===== config.mk =====
export PLATFORM = sky130hd
export DESIGN_NAME = lvt_multiport_table
export DESIGN_NICKNAME = d
export VERILOG_FILES = /design/src/rtl/lvt_multiport_table.sv
export SDC_FILE = /design/constraint.sdc
export NUM_CORES = 2
export LEC_CHECK = 0
export BUFFER_PORTS_ARGS = -buffer_cell sky130_fd_sc_hd__buf_2
export CORE_MARGIN = 10
export CORE_UTILIZATION = 40
export CTS_CLUSTER_DIAMETER = 150
export DETAILED_ROUTE_END_ITERATION = 8
export HOLD_SLACK_MARGIN = 0.06
export PLACE_DENSITY = 0.66
export SYNTH_ARGS = -nofsm -noshare
export SYNTH_HDL_FRONTEND = slang
export SYNTH_SLANG_ARGS = --single-unit
export TNS_END_PERCENT = 20

===== constraint.sdc =====
create_clock -name clk -period 2.45 [get_ports clk]
set_clock_uncertainty 0.2 [all_clocks]
set_input_delay 0 -clock clk [delete_from_list [all_inputs] [get_ports clk]]
set_output_delay 0 -clock clk [all_outputs]
set_load 0.05 [all_outputs]

===== src/rtl/lvt_multiport_table.sv =====
// Live Value Table: tracks which write port last wrote each index, with a sequential clear sweep.
// Optional macro LVT_BYPASS_EN selects write-first read behaviour (default build is read-first).
module lvt_multiport_table #(
    parameter int W_PORTS     = 4,
    parameter int R_PORTS     = 4,
    parameter int INDEX_WIDTH = 8,
    parameter int SEL_WIDTH   = 2
) (
    input  logic                           clk,
    input  logic                           reset,
    input  logic                           clr,
    input  logic [W_PORTS*INDEX_WIDTH-1:0] w_addr,
    input  logic [W_PORTS-1:0]             w_en,
    input  logic [R_PORTS*INDEX_WIDTH-1:0] r_addr,
    input  logic [R_PORTS-1:0]             r_en,
    output logic [R_PORTS*SEL_WIDTH-1:0]   r_sel,
    output logic [R_PORTS-1:0]             r_valid,
    output logic                           ready,
    output logic                           conflict
);

    localparam int DEPTH = 2 ** INDEX_WIDTH;
    localparam logic [INDEX_WIDTH:0] LAST = (INDEX_WIDTH + 1)'(DEPTH - 1);

    typedef enum logic {INIT, RUN} state_t;

    state_t                     state;
    logic [INDEX_WIDTH:0]       cnt;
    logic [SEL_WIDTH-1:0]       entry [DEPTH];
    logic                       wr_hit;
    logic [R_PORTS*SEL_WIDTH-1:0] rd_data;

    // Any pair of enabled write ports landing on the same index.
    always_comb begin
        wr_hit = 1'b0;
        for (int i = 0; i < W_PORTS; i++) begin
            for (int k = i + 1; k < W_PORTS; k++) begin
                if (w_en[i] && w_en[k] &&
                    w_addr[i*INDEX_WIDTH +: INDEX_WIDTH] == w_addr[k*INDEX_WIDTH +: INDEX_WIDTH])
                    wr_hit = 1'b1;
            end
        end
    end

    always_comb begin
        rd_data = '0;
        for (int j = 0; j < R_PORTS; j++) begin
            rd_data[j*SEL_WIDTH +: SEL_WIDTH] = entry[r_addr[j*INDEX_WIDTH +: INDEX_WIDTH]];
`ifdef LVT_BYPASS_EN
            // Ascending scan so the highest matching write port overrides, as in the table.
            for (int i = 0; i < W_PORTS; i++) begin
                if (w_en[i] &&
                    w_addr[i*INDEX_WIDTH +: INDEX_WIDTH] == r_addr[j*INDEX_WIDTH +: INDEX_WIDTH])
                    rd_data[j*SEL_WIDTH +: SEL_WIDTH] = SEL_WIDTH'(i);
            end
`endif
        end
    end

    // Table storage: cleared by the sweep, otherwise last writer wins by port index.
    always_ff @(posedge clk) begin
        if (reset) begin
            if (state == INIT) begin
                entry[cnt[INDEX_WIDTH-1:0]] <= '0;
            end else begin
                for (int i = 0; i < W_PORTS; i++) begin
                    if (w_en[i])
                        entry[w_addr[i*INDEX_WIDTH +: INDEX_WIDTH]] <= SEL_WIDTH'(i);
                end
            end
        end
    end

    always_ff @(posedge clk) begin
        if (!reset) begin
            state    <= INIT;
            cnt      <= '0;
            ready    <= 1'b0;
            r_sel    <= '0;
            r_valid  <= '0;
            conflict <= 1'b0;
        end else begin
            case (state)
                INIT: begin
                    r_valid  <= '0;
                    conflict <= 1'b0;
                    if (clr) begin
                        cnt   <= '0;
                        ready <= 1'b0;
                    end else if (cnt == LAST) begin
                        state <= RUN;
                        ready <= 1'b1;
                    end else begin
                        cnt   <= cnt + (INDEX_WIDTH + 1)'(1);
                        ready <= 1'b0;
                    end
                end
                RUN: begin
                    conflict <= wr_hit;
                    r_valid  <= r_en;
                    for (int j = 0; j < R_PORTS; j++) begin
                        if (r_en[j])
                            r_sel[j*SEL_WIDTH +: SEL_WIDTH] <= rd_data[j*SEL_WIDTH +: SEL_WIDTH];
                    end
                    if (clr) begin
                        state <= INIT;
                        cnt   <= '0;
                        ready <= 1'b0;
                    end else begin
                        ready <= 1'b1;
                    end
                end
                default: state <= INIT;
            endcase
        end
    end

endmodule

# ---- After elaboration in Yosys (flattened, before gate mapping)
# Memory sizes are Yosys's and may differ from the RTL's. A register that Yosys moved wholly into a read port is not among the register bits.
# Index checks and enable logic that the tools add are counted.
dict set report totals {
  output_inout_bits 14
  ramBits 512
  word_cells 76
  memories 1
  register_bits 15
}
# name depth width read_ports rd_clocked_by_memory_dff wr line
set memory_table {}
lappend memory_table {entry 256 2 4 4 4 29} ;# logic [SEL_WIDTH-1:0] entry [DEPTH];
dict set report classes {
  n_reduce_logical 22
  bitwise 1
  addsub 1
  eq_ne 9
  muxes 38
}
# op count
set ops {}
lappend ops {{$eq A8 B8 Y1} 6}
lappend ops {{$mux W1} 29}
lappend ops {{$mux W9} 3}
lappend ops {{$pmux W9 S2} 1}
lappend ops {{$logic_and A1 B1 Y1} 12}
lappend ops {{$reduce_and A2 Y1} 5}
lappend ops {{$add A9 B1 Y9 const B} 1}
lappend ops {{$eq A9 B8 Y1 const B} 1}
lappend ops {{$mux W8} 1}
lappend ops {{$pmux W4 S2} 1}
lappend ops {{$logic_not A1 Y1} 4}
lappend ops {{$pmux W1 S2} 2}
lappend ops {{$ne A3 B3 Y1 const B} 1}
lappend ops {{$mux W2} 1}
lappend ops {{$ne A2 B2 Y1 const B} 1}
lappend ops {{$reduce_or A2 Y1} 1}
lappend ops {{$not A1 Y1} 1}

# ---- Depth between registers and ports, before layout
dict set report depth {
  word_depth 9
  depth_mapped 12
  ltp_nobuf 9
}

# ---- Least setup slack after synthesis
# OpenSTA, ideal clock, no wires.
dict set report synth_path {
  path_kind {flip-flop to flip-flop}
  start {reg state}
  end {mem entry[139][1]}
  synth_period_minus_slack_ns 2.808
  t_arrival_ns 2.467
  setup_time_ns 0.141
  setup_slack_ns -0.358
  path_stages_with_launch 10
  t_required_ns 2.109
  path_cell_list {dfxtp_1 nand3_1 buf_2 nor3b_1 a31oi_1 nor3_2 clkbuf_1 nand2_1 o211ai_1 o221ai_1}
}
# item line
set synth_lines {}
lappend synth_lines {{start: declaration} 27} ;# state_t state;
lappend synth_lines {{start signal: assignment} 76} ;# state <= INIT;
lappend synth_lines {{start signal: assignment} 91} ;# state <= RUN;
lappend synth_lines {{start signal: assignment} 106} ;# state <= INIT;
lappend synth_lines {{end: declaration} 29}

==> impl_metrics.yaml <==
timing:
  rsz0062_at_grt: "true"
  slew_headroom: 0.234
  postLayoutSetupSlackWorst_ns: -0.254
  min_period_over_period: 1.10
  hold_viol_final: 1
  tightestPinTransition_ns: 1.14
  fin_hold_ws_ns: -0.140
  final.min_clock_period_ns: 2.70
  finalSetupTns_ns: -0.466
  fmax_mhz: 370
  setup_violations: 5
  slew_violations: 0
placed_design:
  post-place-cells: 6377
  io_buffer_count: 88
  place.gp.congestion: 1.10
  hpwl_um: 196000
route:
  dr.pass1.iters: 7
  drcViolationCount: 0
  wl_per_cell_um: 39.9
  drt_iter0_drc: 8692
  antenna_left: 0
  drt-total-wl_um: 263000
  viasPerCell: 7.53
  via_count: 49600
clock_tree:
  max-clock-path-buffers: 3
  insertion_delay_ns: 0.69
  numClockSinks: 535
  cts_buffers: 71
  h-tree-depth: 3
  clockRootBuffer: "clkbuf_16"
  cts_tree: "done"
  cts_hold_buf: 69
  cts.clk_slew.worst_paths_ns: 0.06
outcome:
  outcome: "finished with violations"
  violations: "negative hold slack, negative setup slack"
min_path:
  min-delay-start: "r_addr[3]"
  hold_path.class: "primary input to flop"
  hold_end: "r_sel[1]$_SDFFE_PN0P_"
  worstHoldPathCells: 4
finish:
  layout-drive-gt1-share: 0.356
  nets: 5228
  nFillCells: 9326
  final_cell_count_no_fill: 6590
  area_growth_pct: 33.4
global_routing:
  grt_first_pass_wirelength_um: 364000
  grtUsageTotal: 0.433
  grt.busiest_layer: "met2"
  grt_use_met1: 0.519
  grt_util_met3: 0.178
  overflow: 0
  first_global_vias: 46900
  grt_max_degree: 33
  gr-usage-met2: 0.610
  antenna_found_initial: 23
floorplan:
  dieArea_um2: 117000
  die_x_um: 341
  coreArea_um2: 102000
  io_pins: 89
  start_util: 0.404
  die_h_um: 341
  core.rowCount: 117
yosys:
  syn_area_um2: 41300
  ys_seq_area_frac: 0.259
  synth_nets: 4492
  synth_edf_count: 0
  ys_ff_latch: 535
  ys.flop_type: "dfxtp_1"
  yosys.cell_types.count: 75
  async_reset_ff_frac: 0
  synth_area_leaders: "dfxtp_1 26%, mux4_2 26%, o22ai_1 4.8%"
  syn_inst: 4415
  yosys.area.top_type: "dfxtp_1"
  synth_top_area_share: 0.259
  yosysWarningCount: 0
  syn_avg_cell_area_um2: 9.35
setup_path:
  ff2ff_path_depth: 7
  r2r_slack_ns: -0.25
  start_kind: "flop"
  critPathCaptureType: "flop"
  critical_path_arrival_ns: 3.07
  r2r-end: "r_sel[1]$_SDFFE_PN0P_"
  critical_path_class: "flop to flop"
  cp_max_fo: 2
  reg2reg_from: "entry[23][1]$_SDFFE_PP1P_"
  cp.required_ns: 2.81
pwr:
  ir_worst_vdd_v: 0.000476
  p_leak_nw: 19.3
  powerDensity_nw_per_um2: 440
run:
  max_cap_violations: 0
final cells by class:
type                       count  area, um2  share of cell area
timing repair buffer        1159      10800               0.197
sequential                   535      10700               0.195
multi-input combinational   3358      29100               0.529
clock buffer                 100       2130              0.0387
antenna                       16       40.0            0.000727
tap                         1368       1710              0.0311
inverter                      26       97.6             0.00177
clock inverter                28        378             0.00686
per-layer routing:
layer,up-vias,share of wire
met2,4971,0.40
met1,24100,0.34
met5,-,0.00074
met3,1411,0.16
li1,19100,-
met4,26,0.098
through the flow:
step	cell area (um2)	worst slack [ns]	power [W]	util
final	55100	-0.254	0.0242	0.539
after global routing	55100	-0.265	0.0245	0.539
after CTS	54600	-0.171	0.0238	0.534
after detailed placement	51100	-0.987	0.0123	0.500
after global placement	51100	-0.990	0.0123	0.500
after floorplan	41400	-0.0376	0.0104	-
cell families (layout without fill, tap and decap cells):
group / count (synthesis) / after routing / share of synthesized area
buffers and inverters: 522 / 1313 / 0.0554
AOI/OAI and AO/OA: 1259 / 1259 / 0.221
other: 0 / 16 / 0
and+or+nand+nor: 1415 / 1415 / 0.156
xor gates and xnor gates: 50 / 50 / 0.0106
DFF: 535 / 535 / 0.259
adders and majority gates: 2 / 2 / 0.000606
muxes: 632 / 632 / 0.296
worst max-delay path by stage:
stage	start	to	cells after the start
final	entry[23][1]$_SDFFE_PP1P_	r_sel[1]$_SDFFE_PN0P_	7
after global routing	entry[23][1]$_SDFFE_PP1P_	r_sel[1]$_SDFFE_PN0P_	7
after detailed placement	r_addr[1]	r_sel[1]$_SDFFE_PN0P_	12
after global placement	r_addr[1]	r_sel[1]$_SDFFE_PN0P_	11
after floorplan	state$_SDFF_PN0_	entry[235][0]$_SDFFE_PP1P_	9
after CTS	entry[23][1]$_SDFFE_PP1P_	r_sel[1]$_SDFFE_PN0P_	7
timing repair:
item                       in CTS  in global routing
hold endpoints to repair      487                  1
pin swaps                       7                 28
setup endpoints to repair     145                337
cloned                          0                  1
buffers inserted                0                  1
resized for setup              77                124
state kept, by name (all words and copies together) (netlist names):
name / cells
cnt: 9
conflict: 1
entry: 512
r_sel: 8
r_valid: 4
state: 1
synth_stat cells, types with 5 or more instances:
cell	n
nor4_1	26
a211oi_1	32
nor2_1	486
mux2_2	14
mux2i_1	146
nor2b_1	84
xnor2_1	26
nand2b_1	44
buf_2	100
buf_4	44
a2111oi_0	42
or2_2	6
inv_1	23
o2bb2ai_1	6
and3_1	11
o41ai_1	7
or3_1	15
nor3_1	57
a21boi_0	34
o221ai_1	212
a22oi_1	178
a31oi_1	13
o22ai_1	319
a311o_1	56
mux4_2	469
a21oi_1	99
dfxtp_1	535
o211ai_1	146
a21boi_1	19
buf_6	5
nand3_1	87
nand3b_1	74
buf_1	13
o21ai_0	50
nor3b_1	8
clkbuf_1	334
and2_1	10
o21ai_1	13
nand4_1	29
nand2_1	457
xor2_1	24
worst max-delay path, stage by stage (launching register included):
cell and delay (ns):
dfxtp_2 0.32, mux4_2 0.47, mux4_2 0.51, and2b_2 0.25, a211oi_4 0.23, a21oi_2 0.06
o211a_1 0.25, a311o_1 0.31
report_power, final:
part	switching (W)	total, W	internal [W]
clock	0.00471	0.0116	0.00692
combinational	0.00243	0.00387	0.00144
sequential	0.0000132	0.00872	0.00871
layout by cell type, fill, tap and decap left out, types with 16 or more instances in the layout:
master / count
a211oi_1: 29
a21boi_0: 33
a21boi_1: 20
a21oi_1: 94
a22oi_1: 175
a311o_1: 56
buf_12: 167
buf_2: 73
buf_4: 833
clkbuf_16: 76
dfxtp_1: 513
dfxtp_2: 22
diode_2: 16
dlygate4sd3_1: 66
inv_1: 22
mux2i_1: 139
mux4_2: 469
nand2_1: 453
nand2b_1: 44
nand3_1: 86
nand3b_1: 74
nand4_1: 29
nor2_1: 469
nor2b_1: 82
nor3_1: 36
nor3_2: 24
o211ai_1: 146
o21ai_0: 43
o221ai_1: 212
o22ai_1: 315
xnor2_1: 24
xor2_1: 24
(Power assumes the default switching activity.)
